File: config.mk
export PLATFORM = sky130hd
export DESIGN_NAME = pipe_ctrl_flat
export DESIGN_NICKNAME = d
export VERILOG_FILES = /design/src/rtl/pipe_ctrl_if.sv /design/src/rtl/pipe_ctrl.sv /design/src/flat_wrapper.sv
export SDC_FILE = /design/constraint.sdc
export NUM_CORES = 1
export LEC_CHECK = 0
export ABC_CLOCK_PERIOD_IN_PS = 2590
export BUFFER_PORTS_ARGS = -buffer_cell sky130_fd_sc_hd__buf_2
export CELL_PAD_IN_SITES_DETAIL_PLACEMENT = 0
export CELL_PAD_IN_SITES_GLOBAL_PLACEMENT = 1
export CORE_MARGIN = 5
export CORE_UTILIZATION = 19
export CTS_CLUSTER_SIZE = 28
export DETAILED_ROUTE_END_ITERATION = 8
export HOLD_SLACK_MARGIN = 0.06
export PLACE_DENSITY_LB_ADDON = 0.1
export SKIP_CTS_REPAIR_TIMING = 1
export SYNTH_ARGS = -nofsm -noshare
export SYNTH_HDL_FRONTEND = slang
export SYNTH_SLANG_ARGS = --single-unit
File: constraint.sdc
create_clock -name clk -period 2.59 [get_ports clk]
set_input_delay 0.3885 -clock clk [delete_from_list [all_inputs] [get_ports clk]]
set_output_delay 0.3885 -clock clk [all_outputs]
set_load 0.01 [all_outputs]
File: src/rtl/pipe_ctrl_if.sv
// Pipeline-control bus: memory-port handshakes, EX stall/branch inputs and the
// stall/flush/redirect outputs. slave = controller side, master = pipeline side.
interface pipe_ctrl_if #(
    parameter int ADDR_W = 32
);
    logic              if_req;
    logic              if_done;
    logic              mem_req;
    logic              mem_done;
    logic              ex_stall_req;
    logic              ex_branch_taken;
    logic [ADDR_W-1:0] ex_branch_target;

    logic              if_grant;
    logic              mem_grant;
    logic [1:0]        halt_type;
    logic              ifid_discard;
    logic              idex_discard;
    logic              pc_redirect;
    logic [ADDR_W-1:0] pc_redirect_addr;
    logic              flush_pending;

    modport slave (
        input  if_req, if_done, mem_req, mem_done,
        input  ex_stall_req, ex_branch_taken, ex_branch_target,
        output if_grant, mem_grant, halt_type,
        output ifid_discard, idex_discard, pc_redirect, pc_redirect_addr,
        output flush_pending
    );

    modport master (
        output if_req, if_done, mem_req, mem_done,
        output ex_stall_req, ex_branch_taken, ex_branch_target,
        input  if_grant, mem_grant, halt_type,
        input  ifid_discard, idex_discard, pc_redirect, pc_redirect_addr,
        input  flush_pending
    );
endinterface

File: src/rtl/pipe_ctrl.sv
// Pipeline controller: IF/MEM memory-port arbiter, halt_type stall code,
// branch redirects and flushes (including deferred flush of an in-flight fetch).
module pipe_ctrl #(
    parameter int ADDR_W = 32
) (
    input  logic          clk,
    input  logic          rst,
    pipe_ctrl_if.slave    bus
);
    typedef enum logic [1:0] {
        IDLE    = 2'd0,
        IF_OWN  = 2'd1,
        MEM_OWN = 2'd2
    } state_t;

    state_t            state_reg;
    logic              if_grant_reg;
    logic              mem_grant_reg;
    logic              flush_pending_reg;

    logic              mem_hold;
    logic              if_hold;
    logic [1:0]        halt_code;
    logic              accept;
    logic              late_discard;
    logic [ADDR_W-1:0] redirect_addr_next;

    // A transaction stops holding the pipeline in the very cycle its done pulse arrives.
    always_comb begin
        mem_hold  = bus.mem_req && !(state_reg == MEM_OWN && bus.mem_done);
        if_hold   = bus.if_req  && !(state_reg == IF_OWN  && bus.if_done);
        halt_code = 2'b00;
        if (rst)
            halt_code = 2'b00;
        else if (mem_hold)
            halt_code = 2'b11;
        else if (bus.ex_stall_req)
            halt_code = 2'b10;
        else if (if_hold)
            halt_code = 2'b01;
        accept             = !rst && bus.ex_branch_taken && !halt_code[1];
        late_discard       = !rst && flush_pending_reg && bus.if_done;
        redirect_addr_next = accept ? bus.ex_branch_target : '0;
    end

    always_ff @(posedge clk) begin
        if (rst) begin
            state_reg         <= IDLE;
            if_grant_reg      <= 1'b0;
            mem_grant_reg     <= 1'b0;
            flush_pending_reg <= 1'b0;
        end else begin
            case (state_reg)
                IDLE: begin
                    if (bus.mem_req) begin
                        state_reg     <= MEM_OWN;
                        mem_grant_reg <= 1'b1;
                    end else if (bus.if_req) begin
                        state_reg    <= IF_OWN;
                        if_grant_reg <= 1'b1;
                    end
                end
                IF_OWN: begin
                    // A fetch is never aborted; a waiting MEM request takes over directly.
                    if (bus.if_done) begin
                        if_grant_reg <= 1'b0;
                        if (bus.mem_req) begin
                            state_reg     <= MEM_OWN;
                            mem_grant_reg <= 1'b1;
                        end else begin
                            state_reg <= IDLE;
                        end
                    end
                end
                MEM_OWN: begin
                    if (bus.mem_done) begin
                        state_reg     <= IDLE;
                        mem_grant_reg <= 1'b0;
                    end
                end
                default: begin
                    state_reg     <= IDLE;
                    if_grant_reg  <= 1'b0;
                    mem_grant_reg <= 1'b0;
                end
            endcase

            // Branch taken while the fetch is still outstanding: its data is wrong-path.
            if (accept && state_reg == IF_OWN && !bus.if_done)
                flush_pending_reg <= 1'b1;
            else if (flush_pending_reg && bus.if_done)
                flush_pending_reg <= 1'b0;
        end
    end

    assign bus.if_grant         = if_grant_reg && !rst;
    assign bus.mem_grant        = mem_grant_reg && !rst;
    assign bus.halt_type        = halt_code;
    assign bus.pc_redirect      = accept;
    assign bus.pc_redirect_addr = redirect_addr_next;
    assign bus.idex_discard     = accept;
    assign bus.ifid_discard     = accept || late_discard;
    assign bus.flush_pending    = flush_pending_reg && !rst;
endmodule

File: src/flat_wrapper.sv
// flat-port wrapper written by rule: the top's interface ports become plain ports
module pipe_ctrl_flat 
#(
    parameter int ADDR_W = 32
)
  (clk, rst, bus_if_req, bus_if_done, bus_mem_req, bus_mem_done, bus_ex_stall_req, bus_ex_branch_taken, bus_ex_branch_target, bus_if_grant, bus_mem_grant, bus_halt_type, bus_ifid_discard, bus_idex_discard, bus_pc_redirect, bus_pc_redirect_addr, bus_flush_pending);
  pipe_ctrl_if #(.ADDR_W(ADDR_W)) bus_i ();
  input  logic clk;
  input  logic rst;
  input wire logic [$bits(bus_i.if_req)-1:0] bus_if_req;
  input wire logic [$bits(bus_i.if_done)-1:0] bus_if_done;
  input wire logic [$bits(bus_i.mem_req)-1:0] bus_mem_req;
  input wire logic [$bits(bus_i.mem_done)-1:0] bus_mem_done;
  input wire logic [$bits(bus_i.ex_stall_req)-1:0] bus_ex_stall_req;
  input wire logic [$bits(bus_i.ex_branch_taken)-1:0] bus_ex_branch_taken;
  input wire logic [$bits(bus_i.ex_branch_target)-1:0] bus_ex_branch_target;
  output wire logic [$bits(bus_i.if_grant)-1:0] bus_if_grant;
  output wire logic [$bits(bus_i.mem_grant)-1:0] bus_mem_grant;
  output wire logic [$bits(bus_i.halt_type)-1:0] bus_halt_type;
  output wire logic [$bits(bus_i.ifid_discard)-1:0] bus_ifid_discard;
  output wire logic [$bits(bus_i.idex_discard)-1:0] bus_idex_discard;
  output wire logic [$bits(bus_i.pc_redirect)-1:0] bus_pc_redirect;
  output wire logic [$bits(bus_i.pc_redirect_addr)-1:0] bus_pc_redirect_addr;
  output wire logic [$bits(bus_i.flush_pending)-1:0] bus_flush_pending;
  assign bus_i.if_req = bus_if_req;
  assign bus_i.if_done = bus_if_done;
  assign bus_i.mem_req = bus_mem_req;
  assign bus_i.mem_done = bus_mem_done;
  assign bus_i.ex_stall_req = bus_ex_stall_req;
  assign bus_i.ex_branch_taken = bus_ex_branch_taken;
  assign bus_i.ex_branch_target = bus_ex_branch_target;
  assign bus_if_grant = bus_i.if_grant;
  assign bus_mem_grant = bus_i.mem_grant;
  assign bus_halt_type = bus_i.halt_type;
  assign bus_ifid_discard = bus_i.ifid_discard;
  assign bus_idex_discard = bus_i.idex_discard;
  assign bus_pc_redirect = bus_i.pc_redirect;
  assign bus_pc_redirect_addr = bus_i.pc_redirect_addr;
  assign bus_flush_pending = bus_i.flush_pending;
  pipe_ctrl #(.ADDR_W(ADDR_W)) u_core (.clk(clk), .rst(rst), .bus(bus_i));
endmodule
==> results.md <==
- In the finished design, the share of the clock period the worst path needs comes to 84.30%.
- After synthesis, the mean cell area works out to ~7.6 sq um.
- The register with the most flip-flops in the layout has 2 of them.
- The worst setup path is of the input port to output port kind.
- The count of placed standard cells including taps is ~180.
- The number of iterations in the first detailed-routing pass is 4.
- sky130_fd_sc_hd__and2_1 takes more of the synthesized area than any other cell.
- Subtracting the final worst setup slack from the clock period gives 2.183 ns.
- The count of clock tree sinks is 5.
- The normalized max-slew margin is 62.42%.
- STA puts the critical path data required time at about 2.2 ns.
- In this run the critical register-to-register path is launched from u_core.state_reg[0]$_SDFFE_PP0P_.
- Synthesis produced a netlist whose cell count is 74.
- The HPWL after detailed placement is 1817 um.
- The total buffers and inverters traversed by the critical path is 2.
- The maximum clock frequency is 458.0 MHz.
- The post-route non-filler standard cell count is 182.
- The placer's final routability congestion estimate is 0.6909.
- The number of antenna diodes in the final layout is 0.
- The clock arrives with around 0.00084 ns of skew.
- Summed over all failing endpoints, the final setup total negative slack is 0 ns.
- The overall routed net length is 2119 um.
- The run finished with clean final reports.
- By instance count, the cell type seen most on the critical path is sky130_fd_sc_hd__buf_2.
- By area the synthesized netlist is led by sky130_fd_sc_hd__and2_1 (22%), sky130_fd_sc_hd__dfxtp_1 (18%), sky130_fd_sc_hd__and2_2 (16%), sky130_fd_sc_hd__buf_6 (6.0%), sky130_fd_sc_hd__nor2b_1 (4.4%).
- Across the VDD grid, the largest voltage drop is about 0.13 mV.
- Setup violations remaining at the end of the flow were counted as 0.
- The detailed-route DRC error count is 0.
- Across all layers, the routed design uses 783 vias.
- Counting the buffers created by CTS gives 3.
- The wire length of the first global-routing pass is 3236 um.
- In this run the power density over the cells is 272.5 mW/mm^2.
- The ratio of cells with drive above 1 in the final layout is 64.90%.
- The vias per cell is 4.302.
- The number of synthesized register bits is 5.
- The detailed router's first-iteration violation count is 6.
- The clock-pin slew reported for the worst setup and hold paths after clock tree synthesis is 0.04 ns.
- The net total in the final layout is 192.
- The most used flip-flop cell after synthesis is sky130_fd_sc_hd__dfxtp_1.
- The number of max-cap violations is 0.
- During placement, the flow inserted port buffers numbering 79.
- The layout-stage area growth over the synthesis result is 72.89%.
- The highest-delay cell along the critical path is sky130_fd_sc_hd__a21oi_4.
- Pin placement for this block handled 80 I/O pins.
- The post-placement cell area is 947.2 sq um.
- The slew at the pin closest to its max-slew limit is approximately 0.56 ns.
- The core area is 0.002805 sq mm.
- The final instance area is roughly 970 sq um.
- In the final layout, flip-flops and latches occupy between 100 and 150 sq um.
- The number of max-slew violations in the final report came to 0.
- The register area share after synthesis is about 18%.
- The die is 64.44 um wide.
- The effective utilization at floorplan is 20.07%.
- Counting instances, the worst hold path has a depth of 3.
- The synthesized cell area is between 500 and 600 sq um.
- The floorplan has 19 rows.
- The kind of cell adding the most delay to the critical path is simple AND/OR/NAND/NOR gates.
- The top cell type's share of synthesized area is 22.22%.
- The clock passes through at most 2 buffers.
- Counting cells, the worst reg-to-reg path comes to 2.
- The CTS tree is built.
- The via count of the first global-routing pass is 745.
- The count of different cell masters after synthesis is 25.
- The number of hold-slack violations in the final timing report is 0.
- The endpoint of the worst register-to-register path is u_core.flush_pending_reg$_SDFFE_PP0P_.
- The root buffer cell chosen for the clock tree is sky130_fd_sc_hd__clkbuf_4.
- For hold timing, the worst endpoint is u_core.if_grant_reg$_SDFFE_PP0P_.
- The type of destination of the critical path is an output port.
- The source-to-sink clock delay at the later pin of the worst-skew pair is 0.24 ns.
- The initial antenna violation count is 0.
- The number of levels in the clock H-tree is 1.
- On the worst path, the slowest cell contributes a delay of 0.46 ns.
- The worst hold-check path type is input port to flip-flop.
- Setup repair after global routing left no endpoint under its margin.
- The height of the chip is ~64 um.
- The top fanout value on the critical path is 35.
- After synthesis, the share of flip-flops with an asynchronous set or reset is 0%.
- The total overflow reported by the global router is 0.
- The most critical setup path has its startpoint at rst.
- The hold path startpoint is bus_if_req.
- The arrival time at the worst endpoint is 1.79 ns.
- The largest net degree at the start of global routing is 36.
- Counting the fill cells in the layout gives roughly 310.
- The number of synthesized flops with an enable pin is 0.
- The standby leakage power is 0.6018 nW.
- STA classifies the critical path startpoint as an input port.
- The combined global-route utilization of all metal layers is roughly a tenth.
- The detail route stage leaves a number of antenna-violating nets equal to 0.
- The number of nets handed over by synthesis was 114.
- The die covers 0.004152 sq mm.
- The number of synthesis warnings is 0.
- The setup slack on the worst flop-to-flop path is ~1.7 ns.
- The mean routed wirelength per cell is about 12 um.
- The signal on the critical path passes through buf_2 > or3b_4 > a21oi_4 > and2_2 > buf_2.
- In the final layout, the multi-input gates occupy between 400 and 500 sq um.
- The worst hold slack across all endpoints is 0.4477 ns.
worst reg2reg max path, delay by kind of cell (launching register included):
kind / cells / cell delay, ns
DFF: 1 / 0.44
AOI/OAI and AO/OA: 1 / 0.16
and+or+nand+nor: 1 / 0.27
cell type report:
| cell class | instances | share of cell area [%] |
|---|---|---|
| inverter | 2 | 0.7712 |
| tap | 31 | 3.985 |
| timing repair buffer | 79 | 40.62 |
| clock buffer | 4 | 2.699 |
| sequential | 5 | 10.28 |
| multi-input combinational | 61 | 41.65 |
cell usage in the layout, fill, tap and decap left out, drive strengths merged, types with 2 or more instances in the layout:
| master | count |
|---|---|
| nor2 | 3 |
| nand2 | 3 |
| buf | 79 |
| nor2b | 4 |
| and2 | 32 |
| clkbuf | 4 |
| o31ai | 2 |
| a21oi | 5 |
| dfxtp | 5 |
| nand3b | 2 |
| inv | 2 |
how the worst max path moves through the flow:
stage / to / slack (ns) / cells after the start
6_report: bus_pc_redirect_addr[17] / 0.41 / 5
5_1_grt: bus_pc_redirect_addr[15] / 0.18 / 4
4_1_cts: bus_pc_redirect_addr[11] / 0.34 / 5
3_5_place_dp: bus_pc_redirect_addr[11] / 0.34 / 5
3_3_place_gp: bus_pc_redirect_addr[10] / 0.41 / 5
2_1_floorplan: bus_pc_redirect_addr[10] / 0.91 / 4
where the power goes:
part           total (mW)  internal (mW)  switching [mW]  leakage [nW]
Combinational      0.0870         0.0477          0.0393         0.546
Sequential         0.0889         0.0831         0.00579        0.0412
Clock              0.0894         0.0582          0.0312        0.0150
kinds of logic after synthesis:
logic type / Yosys count / synth area share [%]
and+or+nand+nor: 49 / 56.00
AOI/OAI and AO/OA: 12 / 16.00
buffers and inverters: 8 / 10.22
DFF: 5 / 17.78
routing by layer:
metal  vias up  GRT usage (%)  share of wire (%)
li1        392              -                  -
met1       331          8.307                 32
met2        56          18.43                 49
met3         4          4.145                 18
met4         0          4.749                1.1
met5         -              0                  0
metrics by stage:
stage	power (mW)	util, %	setup WS, ns
6_report	0.2653	34.70	0.4066
5_1_grt	0.2893	34.70	0.1850
4_1_cts	0.2747	34.70	0.3405
3_5_place_dp	0.1789	33.76	0.3383
3_3_place_gp	0.1785	33.76	0.4050
2_1_floorplan	0.1333	-	0.9102
synth_stat cells (2+ instances only):
cell	number
sky130_fd_sc_hd__and2_1	20
sky130_fd_sc_hd__and2_2	12
sky130_fd_sc_hd__dfxtp_1	5
sky130_fd_sc_hd__a21oi_1	4
sky130_fd_sc_hd__nor2b_1	4
sky130_fd_sc_hd__buf_6	3
sky130_fd_sc_hd__nand2_1	3
sky130_fd_sc_hd__nor2_1	3
sky130_fd_sc_hd__inv_1	2
sky130_fd_sc_hd__nand3b_1	2
sky130_fd_sc_hd__o31ai_1	2
Note: power is estimated with default switching activity, not from simulation.
